$ cat src/rtl/entropy_collector_256.sv
// Entropy collector: gathers OUT_W raw TRNG bits per run request, with a repetition-count health test.
// Optional von Neumann debiasing between the health test and the shift register: define ENT_VN_DEBIAS_EN.
module entropy_collector_256 #(
    parameter int OUT_W      = 256,
    parameter int RCT_CUTOFF = 32
) (
    input  logic             clk_i,
    input  logic             rst_i,
    input  logic             run_i,
    input  logic             ent_bit_i,
    input  logic             ent_vld_i,
    output logic             busy_o,
    output logic             dvld_o,
    output logic [OUT_W-1:0] dout_o,
    output logic             err_o
);
    localparam int               CNT_W    = $clog2(OUT_W) + 1;
    localparam logic [CNT_W-1:0] FULL_CNT = CNT_W'(OUT_W);
    localparam logic [7:0]       RCT_LIM  = 8'(RCT_CUTOFF);

    typedef enum logic [1:0] {
        S_IDLE    = 2'd0,
        S_COLLECT = 2'd1,
        S_DONE    = 2'd2
    } state_t;

    state_t           r_state;
    state_t           w_state_next;
    logic [CNT_W-1:0] r_bit_cnt;
    logic [OUT_W-1:0] r_shift;
    logic [OUT_W-1:0] r_dout;
    logic [7:0]       r_run_len;
    logic             r_prev_bit;
    logic             r_err;

    logic             w_start;
    logic             w_raw_vld;
    logic [7:0]       w_run_len_next;
    logic             w_rct_fail;
    logic             w_col_vld;
    logic             w_col_bit;
    logic [CNT_W-1:0] w_bit_cnt_next;
    logic [OUT_W-1:0] w_shift_next;
    logic             w_full;

    assign w_start   = (r_state == S_IDLE) && run_i;
    assign w_raw_vld = (r_state == S_COLLECT) && ent_vld_i;

    // Run length restarts at 1 after a clear (r_run_len == 0) or on a bit change.
    always_comb begin
        w_run_len_next = 8'd1;
        if ((r_run_len != 8'd0) && (ent_bit_i == r_prev_bit) && (r_run_len != 8'hFF)) begin
            w_run_len_next = r_run_len + 8'd1;
        end else if ((r_run_len == 8'hFF) && (ent_bit_i == r_prev_bit)) begin
            w_run_len_next = r_run_len;
        end
        w_rct_fail = w_raw_vld && (w_run_len_next == RCT_LIM);
    end

`ifdef ENT_VN_DEBIAS_EN
    logic r_pair_have;
    logic r_pair_bit;

    // A differing pair yields its first bit: 01 -> 0, 10 -> 1.
    always_comb begin
        w_col_vld = w_raw_vld && !w_rct_fail && r_pair_have && (ent_bit_i != r_pair_bit);
        w_col_bit = r_pair_bit;
    end

    always_ff @(posedge clk_i) begin
        if (rst_i || w_start || w_rct_fail) begin
            r_pair_have <= 1'b0;
            r_pair_bit  <= 1'b0;
        end else if (w_raw_vld) begin
            r_pair_have <= ~r_pair_have;
            if (!r_pair_have) begin
                r_pair_bit <= ent_bit_i;
            end
        end
    end
`else
    always_comb begin
        w_col_vld = w_raw_vld && !w_rct_fail;
        w_col_bit = ent_bit_i;
    end
`endif

    always_comb begin
        w_bit_cnt_next = r_bit_cnt + CNT_W'(1);
        w_shift_next   = {r_shift[OUT_W-2:0], w_col_bit};
        w_full         = w_col_vld && (w_bit_cnt_next == FULL_CNT);
    end

    always_ff @(posedge clk_i) begin
        if (rst_i) begin
            r_state <= S_IDLE;
        end else begin
            r_state <= w_state_next;
        end
    end

    always_comb begin
        w_state_next = r_state;
        case (r_state)
            S_IDLE:    if (run_i) w_state_next = S_COLLECT;
            S_COLLECT: if (w_full) w_state_next = S_DONE;
            S_DONE:    w_state_next = S_IDLE;
            default:   w_state_next = S_IDLE;
        endcase
    end

    always_ff @(posedge clk_i) begin
        if (rst_i) begin
            r_bit_cnt  <= '0;
            r_shift    <= '0;
            r_dout     <= '0;
            r_run_len  <= 8'd0;
            r_prev_bit <= 1'b0;
            r_err      <= 1'b0;
        end else if (w_start) begin
            r_bit_cnt <= '0;
            r_shift   <= '0;
            r_run_len <= 8'd0;
            r_err     <= 1'b0;
        end else if (w_rct_fail) begin
            // The failing bit is dropped and collection restarts from an empty word.
            r_bit_cnt <= '0;
            r_shift   <= '0;
            r_run_len <= 8'd0;
            r_err     <= 1'b1;
        end else if (w_raw_vld) begin
            r_run_len  <= w_run_len_next;
            r_prev_bit <= ent_bit_i;
            if (w_col_vld) begin
                r_bit_cnt <= w_bit_cnt_next;
                r_shift   <= w_shift_next;
                if (w_full) begin
                    r_dout <= w_shift_next;
                end
            end
        end
    end

    assign busy_o = (r_state != S_IDLE);
    assign dvld_o = (r_state == S_DONE);
    assign dout_o = r_dout;
    assign err_o  = r_err;

endmodule
$ cat config.mk
export PLATFORM = sky130hd
export DESIGN_NAME = entropy_collector_256
export DESIGN_NICKNAME = d
export VERILOG_FILES = /design/src/rtl/entropy_collector_256.sv
export SDC_FILE = /design/constraint.sdc
export NUM_CORES = 1
export LEC_CHECK = 0
export CORE_MARGIN = 2
export CORE_UTILIZATION = 50
export CTS_BUF_LIST = sky130_fd_sc_hd__clkbuf_8
export DETAILED_ROUTE_END_ITERATION = 6
export PLACE_DENSITY_LB_ADDON = 0.05
export SLEW_MARGIN = 20
export SYNTH_ARGS = -nofsm -noshare
export SYNTH_HDL_FRONTEND = slang
export SYNTH_SLANG_ARGS = --single-unit
$ cat constraint.sdc
create_clock -name clk_i -period 3.5 [get_ports clk_i]
set_input_delay 0.7 -clock clk_i [delete_from_list [all_inputs] [get_ports clk_i]]
set_output_delay 0.7 -clock clk_i [all_outputs]
set_load 0.02 [all_outputs]
==> results of run 1 <==
## placed cells by master, fill, tap and decap left out, types with 3 or more instances in the layout
cell and instances:
a21oi_1 10, nor2_1 15, xor2_1 3, nor4_1 5, a22o_1 256, buf_12 16, a31oi_1 3, inv_1 36
o32ai_1 3, dfxtp_1 532, clkbuf_8 102, buf_4 16, nor3_1 9, nand2_1 16, nand4_1 3, ha_1 3
o21ai_0 10, nor2b_1 5, clkdlybuf4s50_1 262, nand2b_1 515, clkinvlp_4 5, mux2i_1 257, clkinv_2 10, and2_1 4
nand3_1 6
## power by group through the flow
| stage | Clock [uW] | Combinational, uW | Sequential, uW |
|---|---|---|---|
| floorplan | 0 | 247 | 6190 |
| global placement | 0 | 309 | 6190 |
| detailed placement | 0 | 313 | 6190 |
| CTS | 5230 | 313 | 6060 |
| global route | 5530 | 337 | 6060 |
| finish | 5060 | 311 | 6060 |
## synth_stat cells, types with 3 or more instances
| cell | instances |
|---|---|
| and2_1 | 4 |
| mux2i_1 | 257 |
| nand3_1 | 6 |
| dfxtp_1 | 532 |
| nor3_1 | 9 |
| buf_6 | 31 |
| ha_1 | 3 |
| nor2b_1 | 5 |
| a31oi_1 | 3 |
| buf_2 | 7 |
| nor4_1 | 5 |
| buf_4 | 25 |
| xor2_1 | 3 |
| a22o_1 | 256 |
| nand4_1 | 3 |
| o21ai_0 | 10 |
| nor2_1 | 16 |
| nand2b_1 | 515 |
| o32ai_1 | 3 |
| inv_1 | 5 |
| clkbuf_1 | 90 |
| a21oi_1 | 10 |
| nand2_1 | 16 |
## state kept, by name, indices dropped and copies added (netlist names)
name and flops:
r_run_len 8, err_o 1, r_shift 255, r_bit_cnt 9
dout_o 256, r_prev_bit 1, r_state 2
## metal layers
layer | up-vias | track usage, % | routed length [um]
li1 | 6880 | - | -
met1 | 6702 | 28.4 | 21000
met2 | 306 | 30.7 | 19200
met3 | 52 | 4.64 | 2440
met4 | 0 | 6.45 | 684
met5 | - | 0 | 0
## per-stage QoR
step | power [uW] | hold WS [ns]
after floorplan | 6440 | 0.443
after global placement | 6500 | 0.458
after detailed placement | 6510 | 0.460
after CTS | 11600 | 0.428
after global routing | 11900 | 0.468
final | 11400 | 0.471
## cells by family (layout without fill, tap and decap cells)
logic type,Yosys count,in the layout,synth area share [%]
AO/OA/AOI/OAI,300,300,12.5
XOR/XNOR,4,4,0.171
adder cells (fa/ha/maj),3,3,0.184
buffers and inverters,158,449,4.54
flip-flops,532,532,52.1
multiplexers,258,258,12.6
AND/OR/NAND/NOR,594,594,17.8
## tightest hold or removal path, cell delays in order (launching register included)
cell,delay (ns)
dfxtp_1,0.31
nand2b_1,0.06
mux2i_1,0.05
## worst max-delay path by stage
stage                 start          end  slack (ns)  cells past startpoint
4_1_cts        r_run_len[1]  r_shift[87]        0.68                      8
6_report       r_run_len[1]  r_shift[80]        0.63                      8
2_1_floorplan     ent_bit_i  dout_o[100]        1.17                      9
3_5_place_dp      ent_bit_i  dout_o[254]        0.28                      8
5_1_grt        r_run_len[1]  r_shift[84]        0.45                      8
3_3_place_gp      ent_bit_i  dout_o[241]        0.36                      8
## area by class of cell
type	count	area, um^2
Fill cell	3417	15600
Sequential cell	532	10700
Multi-Input combinational cell	1159	8880
Timing Repair Buffer	295	3080
Clock buffer	102	1400
Tap cell	532	666
Clock inverter	47	234
Inverter	5	18.8
==> metrics.txt, run 1 <==
routed vias 13900; Worst Hold Class reg2reg; CP Launch Type flip-flop; Yosys reg bits 532; # diodes 0; synth unique cells 48; pre-CTS WS 0.282 ns; Int Power 8890 uW; row count 74; Die Y 206 um; share of cells above drive strength 1 7.57%; global placement routability congestion 0.847; final std cells w/o fill 2672; Routed WL 43300 um; Worst IR Drop VDD 0.000298 V; Bufs and invs on worst path 2; CP max stage cell a221o_1; R2R Path End r_shift[80]; sequential fraction of the synthesis area 52.1%; sequential share of power 53.0%; DP Wirelength 26800 um; Syn Nets 1857; syn_area_per_cell 11.1 um^2; RSZ-0062 raised after global routing false; Synth area leader dfxtp_1; Post-Syn Instances 1849; combinational power share 2.7%; Die ar. 42500 um^2; Clock Path Buffers 3; Port Buf Inserts 263; FF-to-FF setup slack 0.63 ns; antenna violations before repair 0; status complete, no violations; Core ar. 40600 um^2; max-cap violations 0; number of synthesized flops with an enable pin 0; Fmax 0.349 GHz; Syn Std Cell Area 20400 um^2; total clock sinks 532; vias in the first global route 13600; fin area 24900 um^2; Placed Area 23300 um^2; first drt pass iteration count 5; gr usage total 20.2%; CTS Hold Bufs 0; Final Cycle Share 81.9%; Rel. slew slack 29.8%; Final ANT Viol Nets 0; setup TNS 0 ns; Synthesis Warnings 0; Crit. End Element flip-flop; Post-CTS Setup Bufs 0; switching part of the total power 22.2%; depth of the most critical reg-to-reg path 8; grt ovf 0; family with the most delay on the worst path compound AO/OA/AOI/OAI gates; IO Count 264; Psw 2540 uW; post-layout net count 2086; Die W 206 um; Initial Util 50.4%; Post-Place Cells 2523; WP data required 4.00 ns; Area Overhead vs Synth 22.0%; Via density 5.22; pwr dens 459 nW/um^2; critical path class reg2reg; Synth Flop Type dfxtp_1; worst path cell trace ha_1 > nand4_1 > nor3_2 > a221o_1 > a311oi_4 > buf_12 > buf_4 > a22o_1; worst-path fanout max 45; Wirelength per Cell 16.2 um; clock share of power 44.3%; H-tree Lvls 3; Fin. Hold Viols 0; CTS buffer count 85; final setup fails 0; crit path time final 2.87 ns; final setup margin 0.634 ns; Area contributors post-synth dfxtp_1, nand2b_1, mux2i_1, a22o_1, buf_6; Resize count post-CTS 0; clk root buf clkbuf_8; worst hold start dout_o[6]; TritonCTS clock tree yes; Iter 0 DRT Violations 768; Slew Viols, Final 0; CP peak stage delay 0.52 ns; Arr. time, crit path 3.36 ns; clk_skew 0.0299 ns; asr flop ratio synth 0%; Leak 0.00839 uW; Clock Pin Slew Worst Setup and Hold Paths 0.06 ns; Worst-Margin Slew 1.05 ns; top cell type's share of synthesized area 52.1%; Final Core Density 61.5%; Clock Latency Late Sink 0.63 ns; DRC violations left 0; worst min-delay path endpoint dout_o[6]; Reg-to-Reg Start r_run_len[1]; global-route wire length before repair 70200 um; Hold Path Stages 2; largest net degree at the start of global routing 253
(Power assumes the default switching activity.)
==> inputs of run 2 (changes only) <==
- clock period: 3.5 -> 2.6 ns (I/O delays scaled with it)
==> run 2 against run 1 <==
Compared with the run above:
- power grew 37%
- sequential share of layout area down 1.2 points
- clock power rose by 40%
- maximum frequency is 14% higher
- critical path depth stayed put
- wire length is 1.7% higher
- global-route usage fell by 0.43 points
- flip-flop and latch count is the same
- die area unchanged
- cell count up 1.5%
==> metrics.txt, run 2 (synthesis results as in run 1) <==
status complete, no violations; Die Y 206 um (unchanged); first drt pass iteration count 5 (unchanged); Via density 5.18 (-0.69%); Wirelength per Cell 16.3 um (+0.20%); grt ovf 0 (unchanged); Leak 0.00873 uW (+4.1%); Worst-Margin Slew 0.921 ns (-0.132 ns); CTS Hold Bufs 0 (unchanged); Final ANT Viol Nets 0 (unchanged); clk_skew 0.0235 ns (-0.00636 ns); CP max stage cell dfxtp_1; stages on the worst setup path 8 (unchanged); Fin. Hold Viols 0 (unchanged); share of cells above drive strength 1 9.73% (+2.2 points); routed vias 14000 (+0.76%); Clock Path Buffers 3 (unchanged); setup TNS 0 ns (unchanged); Final Core Density 63.2% (+1.7 points); total clock sinks 532 (unchanged); Initial Util 50.4% (unchanged); Clock Pin Slew Worst Setup and Hold Paths 0.06 ns (about the same); critical path class reg2reg; Die ar. 42500 um^2 (unchanged); Critical Path Sink dout_o[176]; global-route wire length before repair 68700 um (-2.2%); TritonCTS clock tree yes; worst-path fanout max 22 (-51%); largest net degree at the start of global routing 253 (unchanged); Port Buf Inserts 263 (unchanged); Final Cycle Share 96.9% (+15 points); crit path time final 2.52 ns (-0.346 ns); commonest cells after routing, fill and taps aside dfxtp_1, nand2b_1, clkdlybuf4s50_1, mux2i_1, a22o_1; filler instances 3338 (-2.3%); WP data required 3.13 ns (-0.87 ns); Arr. time, crit path 3.05 ns (-0.31 ns); Rel. slew slack 38.6% (+8.8 points); Worst IR Drop VDD 0.000409 V (+37%); Fmax 0.397 GHz (+14%); R2R Path End dout_o[176]; Crit. End Element flip-flop; Die W 206 um (unchanged); final setup fails 0 (unchanged); CP peak stage delay 0.49 ns (-0.03 ns); Area Overhead vs Synth 25.5%; row count 74 (unchanged); Routed WL 44100 um (+1.7%); number of flip-flops in the largest register 256 (unchanged); FF-to-FF setup slack 0.08 ns (-0.55 ns); DRC violations left 0 (unchanged); most common cell after layout, fill and taps aside dfxtp_1; Reg-to-Reg Start r_run_len[2]; antenna violations before repair 0 (unchanged); depth of the most critical reg-to-reg path 8 (unchanged); IO Count 264 (unchanged); # diodes 0 (unchanged); gr usage total 19.8% (-0.43 points); max-cap violations 0 (unchanged); Clock Latency Late Sink 0.63 ns (about the same); crit path from r_run_len[2]; family with the most delay on the worst path compound AO/OA/AOI/OAI gates; DP Wirelength 26500 um (-1.0%); vias in the first global route 13300 (-2.0%); Slew Viols, Final 0 (unchanged); post-layout net count 2129 (+2.1%); worst path cell trace and3_4 > o21ai_1 > a221o_2 > a311oi_4 > buf_6 > buf_12 > buf_16 > mux2i_1; total power 15700 uW (+37%); clk root buf clkbuf_8; Bufs and invs on worst path 3 (+1); Core ar. 40600 um^2 (unchanged); CTS buffer count 87 (+2.4%); CP Launch Type flip-flop; hold slack 0.393 ns (-0.0779 ns); H-tree Lvls 3 (unchanged); global placement routability congestion 0.817 (-3.5%); Worst Hold Class in2reg; pwr dens 611 nW/um^2 (+33%); Iter 0 DRT Violations 795 (+3.5%)
[run 2: cell type report]
type                       instances  area, um^2  share of cell area [%]
clock buffer                     114        1570                    6.12
sequential                       532       10700                    41.5
inverter                           5        18.8                  0.0732
timing repair buffer             336        3710                    14.5
multi-input combinational       1159        8890                    34.7
clock inverter                    33         138                   0.537
tap                              532         666                    2.60
[run 2: how the worst min path moves through the flow]
stage	from	to	slack, ns	cells past startpoint
global route	rst_i	err_o	0.38	3
finish	rst_i	err_o	0.39	3
global placement	dout_o[96]	dout_o[96]	0.46	2
detailed placement	dout_o[99]	dout_o[99]	0.46	2
CTS	rst_i	err_o	0.35	3
floorplan	r_shift[254]	r_shift[254]	0.44	1
[run 2: layer usage]
layer / GRT usage [%] / wire (um) / share of wire (%)
met5: 0 / 0 / 0
met4: 5.41 / 758 / 1.7
met3: 5.28 / 2450 / 5.6
met2: 29.9 / 19500 / 44
met1: 27.8 / 21400 / 49
[run 2: where the power goes]
group / internal [uW] / leakage [uW] / switching, uW
Clock: 3890 / 0.000984 / 3180
Combinational: 185 / 0.00346 / 250
Sequential: 8160 / 0.00428 / 4.01
[run 2: tightest hold or removal path: stages]
cell and delay [ns]:
buf_8 0.09, a21o_1 0.27, nor2_1 0.09
[run 2: timing repair]
item / CTS / global route
setup buffers: 0 / 14
gates resized for setup: 0 / 19
setup endpoints to repair: 0 / 298
[run 2: per-stage QoR]
stage	area [um^2]	worst slack, ns	cells
after floorplan	20400	0.287	1849
after global placement	23600	-0.101	2545
after detailed placement	23600	-0.191	2545
after CTS	25300	0.0403	2692
after global routing	25600	-0.00703	2711
final	25600	0.0801	2711
